--- config.mk ---
export PLATFORM = sky130hd
export DESIGN_NAME = pc_fetch_unit
export DESIGN_NICKNAME = d
export VERILOG_FILES = /design/src/rtl/pc_pkg.sv /design/src/rtl/return_address_stack.sv /design/src/rtl/pc_fetch_unit.sv
export SDC_FILE = /design/constraint.sdc
export NUM_CORES = 1
export LEC_CHECK = 0
export BUFFER_PORTS_ARGS = -buffer_cell sky130_fd_sc_hd__buf_2
export CORE_MARGIN = 10
export CORE_UTILIZATION = 55
export CTS_CLUSTER_SIZE = 16
export DETAILED_ROUTE_END_ITERATION = 7
export MAX_ROUTING_LAYER = met4
export PLACE_DENSITY = 0.91
export SLEW_MARGIN = 20
export SYNTH_ARGS = -nofsm -noshare
export SYNTH_HDL_FRONTEND = slang
export SYNTH_SLANG_ARGS = --single-unit
--- constraint.sdc ---
create_clock -name clk -period 4.3 [get_ports clk]
set_input_delay 0.215 -clock clk [delete_from_list [all_inputs] [get_ports clk]]
set_output_delay 0.215 -clock clk [all_outputs]
set_load 0.02 [all_outputs]
--- src/rtl/pc_pkg.sv ---
// Shared types and defaults for the fetch-stage program counter.
// The next-PC source select is shared so the top and any debug logic agree on encodings.
package pc_pkg;

    typedef enum logic [1:0] {
        PC_SEL_SEQ,
        PC_SEL_BRANCH,
        PC_SEL_TRAP,
        PC_SEL_RAS
    } pc_sel_e;

    localparam int          XLEN_DEFAULT         = 32;
    localparam logic [31:0] RESET_VECTOR_DEFAULT = 32'h0000_0000;

endpackage

--- src/rtl/return_address_stack.sv ---
// Circular return-address stack; a push on a full stack overwrites the oldest entry.
// A simultaneous push and pop replaces the top entry in place.
module return_address_stack #(
    parameter int XLEN      = 32,
    parameter int RAS_DEPTH = 4
) (
    input  logic            clk,
    input  logic            reset,
    input  logic            push,
    input  logic [XLEN-1:0] push_addr,
    input  logic            pop,
    output logic [XLEN-1:0] top,
    output logic            empty,
    output logic            full
);

    localparam int PTR_W = $clog2(RAS_DEPTH);
    localparam int CNT_W = $clog2(RAS_DEPTH + 1);

    logic [XLEN-1:0]  entries [RAS_DEPTH];
    logic [PTR_W-1:0] top_ptr;
    logic [PTR_W-1:0] push_idx;
    logic [CNT_W-1:0] count;

    assign top      = entries[top_ptr];
    assign empty    = (count == '0);
    assign full     = (count == CNT_W'(RAS_DEPTH));
    assign push_idx = pop ? top_ptr : top_ptr + 1'b1;

    always_ff @(posedge clk or negedge reset) begin
        if (!reset) begin
            top_ptr <= '0;
            count   <= '0;
        end else if (push && !pop) begin
            top_ptr <= top_ptr + 1'b1;
            if (!full) count <= count + 1'b1;
        end else if (pop && !push) begin
            top_ptr <= top_ptr - 1'b1;
            count   <= count - 1'b1;
        end
    end

    // Entry storage needs no reset: the count alone decides what is valid.
    always_ff @(posedge clk) begin
        if (push) entries[push_idx] <= push_addr;
    end

endmodule

--- src/rtl/pc_fetch_unit.sv ---
// Fetch program counter with prioritised next-PC selection, RAS return prediction
// and a valid/ready request towards instruction memory.
module pc_fetch_unit
    import pc_pkg::*;
#(
    parameter int              XLEN         = XLEN_DEFAULT,
    parameter logic [XLEN-1:0] RESET_VECTOR = RESET_VECTOR_DEFAULT,
    parameter int              INSTR_BYTES  = 4,
    parameter int              RAS_DEPTH    = 4
) (
    input  logic            clk,
    input  logic            reset,
    input  logic [XLEN-1:0] PCTarget,
    input  logic            PCSrc,
    input  logic            trap_valid,
    input  logic [XLEN-1:0] trap_vector,
    input  logic            stall,
    input  logic            fetch_ready,
    output logic            fetch_valid,
    output logic [XLEN-1:0] program_counter,
    output logic [XLEN-1:0] pc_plus,
    input  logic            ras_push,
    input  logic [XLEN-1:0] ras_push_addr,
    input  logic            ras_pop,
    output logic            ras_empty,
    output logic            misaligned
);

    localparam logic [XLEN-1:0] ALIGN_MASK = XLEN'(INSTR_BYTES - 1);

    pc_sel_e         pc_sel;
    logic            fire;
    logic            redirect;
    logic [XLEN-1:0] redirect_target;
    logic [XLEN-1:0] ras_top;

    assign fire    = fetch_valid & fetch_ready & ~stall;
    assign pc_plus = program_counter + XLEN'(INSTR_BYTES);

    // Trap and branch flush regardless of the handshake; a RAS return only on an accepted fetch.
    always_comb begin
        pc_sel          = PC_SEL_SEQ;
        redirect_target = pc_plus;
        if (trap_valid) begin
            pc_sel          = PC_SEL_TRAP;
            redirect_target = trap_vector;
        end else if (PCSrc) begin
            pc_sel          = PC_SEL_BRANCH;
            redirect_target = PCTarget;
        end else if (ras_pop && !ras_empty && fire) begin
            pc_sel          = PC_SEL_RAS;
            redirect_target = ras_top;
        end
    end

    assign redirect = (pc_sel != PC_SEL_SEQ);

    always_ff @(posedge clk or negedge reset) begin
        if (!reset) begin
            program_counter <= RESET_VECTOR;
            fetch_valid     <= 1'b0;
            misaligned      <= 1'b0;
        end else begin
            fetch_valid <= 1'b1;
            misaligned  <= redirect && ((redirect_target & ALIGN_MASK) != '0);
            if (redirect)
                program_counter <= redirect_target & ~ALIGN_MASK;
            else if (fire)
                program_counter <= pc_plus;
        end
    end

    return_address_stack #(
        .XLEN      (XLEN),
        .RAS_DEPTH (RAS_DEPTH)
    ) u_ras (
        .clk       (clk),
        .reset     (reset),
        .push      (ras_push),
        .push_addr (ras_push_addr),
        .pop       (pc_sel == PC_SEL_RAS),
        .top       (ras_top),
        .empty     (ras_empty),
        .full      ()
    );

endmodule
==> results by group <==
GRT
  – Wire length of the first global-routing pass: between 30,000 and 40,000 µm
  – Largest net degree at the start of global routing: 44
  – Vias in the first global route: 5,971
  – Gr usage total: 23.4%
  – Overflow after GRT: 0
  – Initial antenna violation count: 2

Hold path
  – Worst min path class: in2reg
  – Hold depth: 1
  – Hold wc startpoint: ras_push_addr[31]
  – Worst Hold End: u_ras.entries[2][31]

Timing
  – Worst-Margin Slew: ~1.0 ns
  – Skew final: between 0.006 and 0.007 ns
  – Max_slew headroom: 30.0%
  – Fin. max-slew vios: 0
  – Fmax: about 340 MHz
  – Final setup violation count: 0
  – Tmin final: 2.92 ns
  – Setup TNS: 0 ns
  – Unrepaired setup endpoints after global routing: false
  – Final hold violations: 0
  – Fin crit share: about two thirds

Floorplanning
  – # IOs: ~170
  – Chip height: between 100 and 150 µm
  – Initial Util: between 50% and 60%
  – Core footprint: between 0.01 and 0.015 mm²
  – Die W: between 100 and 150 µm
  – Die Area: between 0.015 and 0.02 mm²
  – # rows: between 40 and 50

Power and ir drop
  – Max VDD drop: between 0.3 and 0.4 mV
  – Power share of the sequential group: approximately 46%
  – Cell leakage power: around 3.6 nW
  – Power Internal: around 3.4 mW
  – Fraction of power consumed by combinational cells: approximately 26%
  – Sw Ratio: 32.3%
  – P_sw: roughly 1.6 mW
  – Clock network power share: approximately 28%
  – Power per cell area: between 500 and 600 mW/mm²

Logic synthesis
  – Post-synth top area share: approximately 50%
  – Synth cell count leaders: edfxtp_1, nor2_1, dfrtp_1, nand2_1
  – Area leader, netlist: edfxtp_1
  – Seq/Total Area, Yosys: between 60% and 70%
  – Seq cells post-synth: 165
  – Cell Area, Synth: between 0.007 and 0.008 mm²
  – Cell count after synthesis: between 500 and 600
  – Cell with the most instances after synthesis: edfxtp_1
  – Synth top area cells: edfxtp_1, dfrtp_1, mux4_2
  – Mean Syn Cell Area: 13.4 µm²
  – Yosys cell types: 65
  – Ys Warns: 0
  – Post-synthesis async set-or-reset flop share: 22.4%
  – EDFF count, synth: 128
  – Most used DFF post-synth: edfxtp_1

Finish
  – Final cell utilization of the core: about two thirds
  – Fill cells: 975
  – Final cell count without fillers: between 900 and 1,000
  – Final Cell Area: 0.00945 mm²
  – Share of post-route cells with drive strength above 1: roughly a third
  – Synth-to-Final Area Change: 21.8%
  – Nets: approximately 860

Setup path
  – R2R Path Start: u_ras.count[0]
  – Critical path arrival: between 2 and 3 ns
  – CP Data Required Time: around 4.4 ns
  – Crit Path Max Fanout: 32
  – Crit end category: flip-flop
  – Reg2reg end: u_ras.entries[2][4]
  – Setup crit start kind: flip-flop
  – R2R setup slack: 1.38 ns
  – CP Class: reg2reg
  – FF-to-FF path depth: 8

CTS
  – CTS HTree Levels: 4
  – CTS tree: yes
  – Clock root cell: clkbuf_16
  – CTS resizes: 0
  – TritonCTS sink count: between 150 and 200
  – TritonCTS buffer count: 17
  – CTS clk-pin slew, worst paths: ~0.060 ns
  – Worst-Skew Late Latency: between 0.4 and 0.5 ns
  – Max Root-Sink Buffers: 2

Placed design
  – Number of I/O port buffers: ~170
  – Placed cells: roughly 900
  – HPWL after DPL: 16,200 µm
  – Post-DP Area: between 0.008 and 0.009 mm²
  – Routability cong.: between 0.9 and 1

Drt
  – WL/cell: 23.5 µm
  – Via count: approximately 5,900
  – DRC: 0
  – Initial DRC Count: around 770
  – Drt pass-1 iters: 8
  – Final ANT Viol Nets: 0
  – Total Wirelength: around 22,000 µm
  – Via density: ~6.2

Flow run
  – Max capacitance violation total: 0

Run status
  – Status: complete, no violations
## state kept, by name, summed over array words and instances (netlist names)
| register | cells |
|---|---|
| fetch_valid | 1 |
| misaligned | 1 |
| program_counter | 30 |
| u_ras.count | 3 |
| u_ras.entries | 128 |
| u_ras.top_ptr | 2 |
## cell type report
cell class	count	area, µm²	share of cell area (%)
antenna	2	5.00	0.0530
clock buffer	17	425	4.50
multi-input combinational	365	2780	29.4
sequential	165	4770	50.5
clock inverter	15	120	1.27
inverter	11	41.3	0.437
timing repair buffer	194	1090	11.5
tap	180	225	2.38
## worst max path at each step
stage / end / startpoint / cells past startpoint
6_report: u_ras.entries[2][4] / u_ras.count[0] / 8
3_3_place_gp: u_ras.entries[2][14] / u_ras.count[0] / 8
2_1_floorplan: u_ras.entries[2][0] / fetch_valid / 9
5_1_grt: u_ras.entries[2][5] / u_ras.count[0] / 8
4_1_cts: u_ras.entries[2][15] / u_ras.count[0] / 8
3_5_place_dp: u_ras.entries[2][14] / u_ras.count[0] / 8
## layout by cell type (no fill, tap or decap), drive strengths merged, types with 17 or more instances in the layout
cell type    synthesis  routed
xnor2               20      20
nor3                18      18
a21oi               34      34
mux4                29      29
dfrtp               37      37
clkbuf              20      17
o21ai               35      35
dlygate4sd3          0      18
nand3               24      24
buf                 19     176
nor2                45      45
edfxtp             128     128
nand2               37      37
inv                 10      18
## cells by family after synthesis
logic type	count (synthesis)	synth area share (%)
other	2	0.0968
multiplexers	35	9.19
buffers and inverters	50	2.97
flip-flops	165	61.5
AND/OR/NAND/NOR	155	10.4
adder cells (fa/ha/maj)	4	0.742
XOR/XNOR	33	3.73
AO/OA/AOI/OAI	133	11.4
## worst max-delay path: stages (launching register included)
cell     delay [ns]
dfrtp_1        0.50
o31a_1         0.60
nand3_2        0.24
inv_1          0.36
nand2_1        0.12
nor2_1         0.12
a21oi_1        0.07
nor2_2         0.12
buf_4          0.42
## per-layer routing
layer | up-vias | GRT usage [%] | wire [µm]
li1 | 2601 | - | -
met1 | 2828 | 28.6 | 8670
met2 | 380 | 36.3 | 11000
met3 | 63 | 6.71 | 1970
met4 | 0 | 9.23 | 673
met5 | - | - | 0
## stage by stage
stage          hold slack (ns)  total power [mW]  setup slack (ns)
6_report               0.00962              4.96              1.38
2_1_floorplan          -0.0806              3.13              1.07
3_5_place_dp             0.402              3.57              1.46
4_1_cts              0.0000569              4.98              1.42
3_3_place_gp             0.387              3.51              1.56
5_1_grt                0.00129              5.18              1.14
## power by group through the flow
| stage | sequential (mW) | clock, mW | combinational, mW |
|---|---|---|---|
| global placement | 2.28 | 0 | 1.23 |
| detailed placement | 2.31 | 0 | 1.26 |
| finish | 2.28 | 1.40 | 1.28 |
| global route | 2.31 | 1.50 | 1.37 |
| CTS | 2.28 | 1.41 | 1.28 |
| floorplan | 2.23 | 0 | 0.902 |
## repair_timing
item	CTS	global route
hold buffers	16	2
buffers inserted	0	0
hold endpoints to repair	90	8
Note: power is estimated with default switching activity, not from simulation.
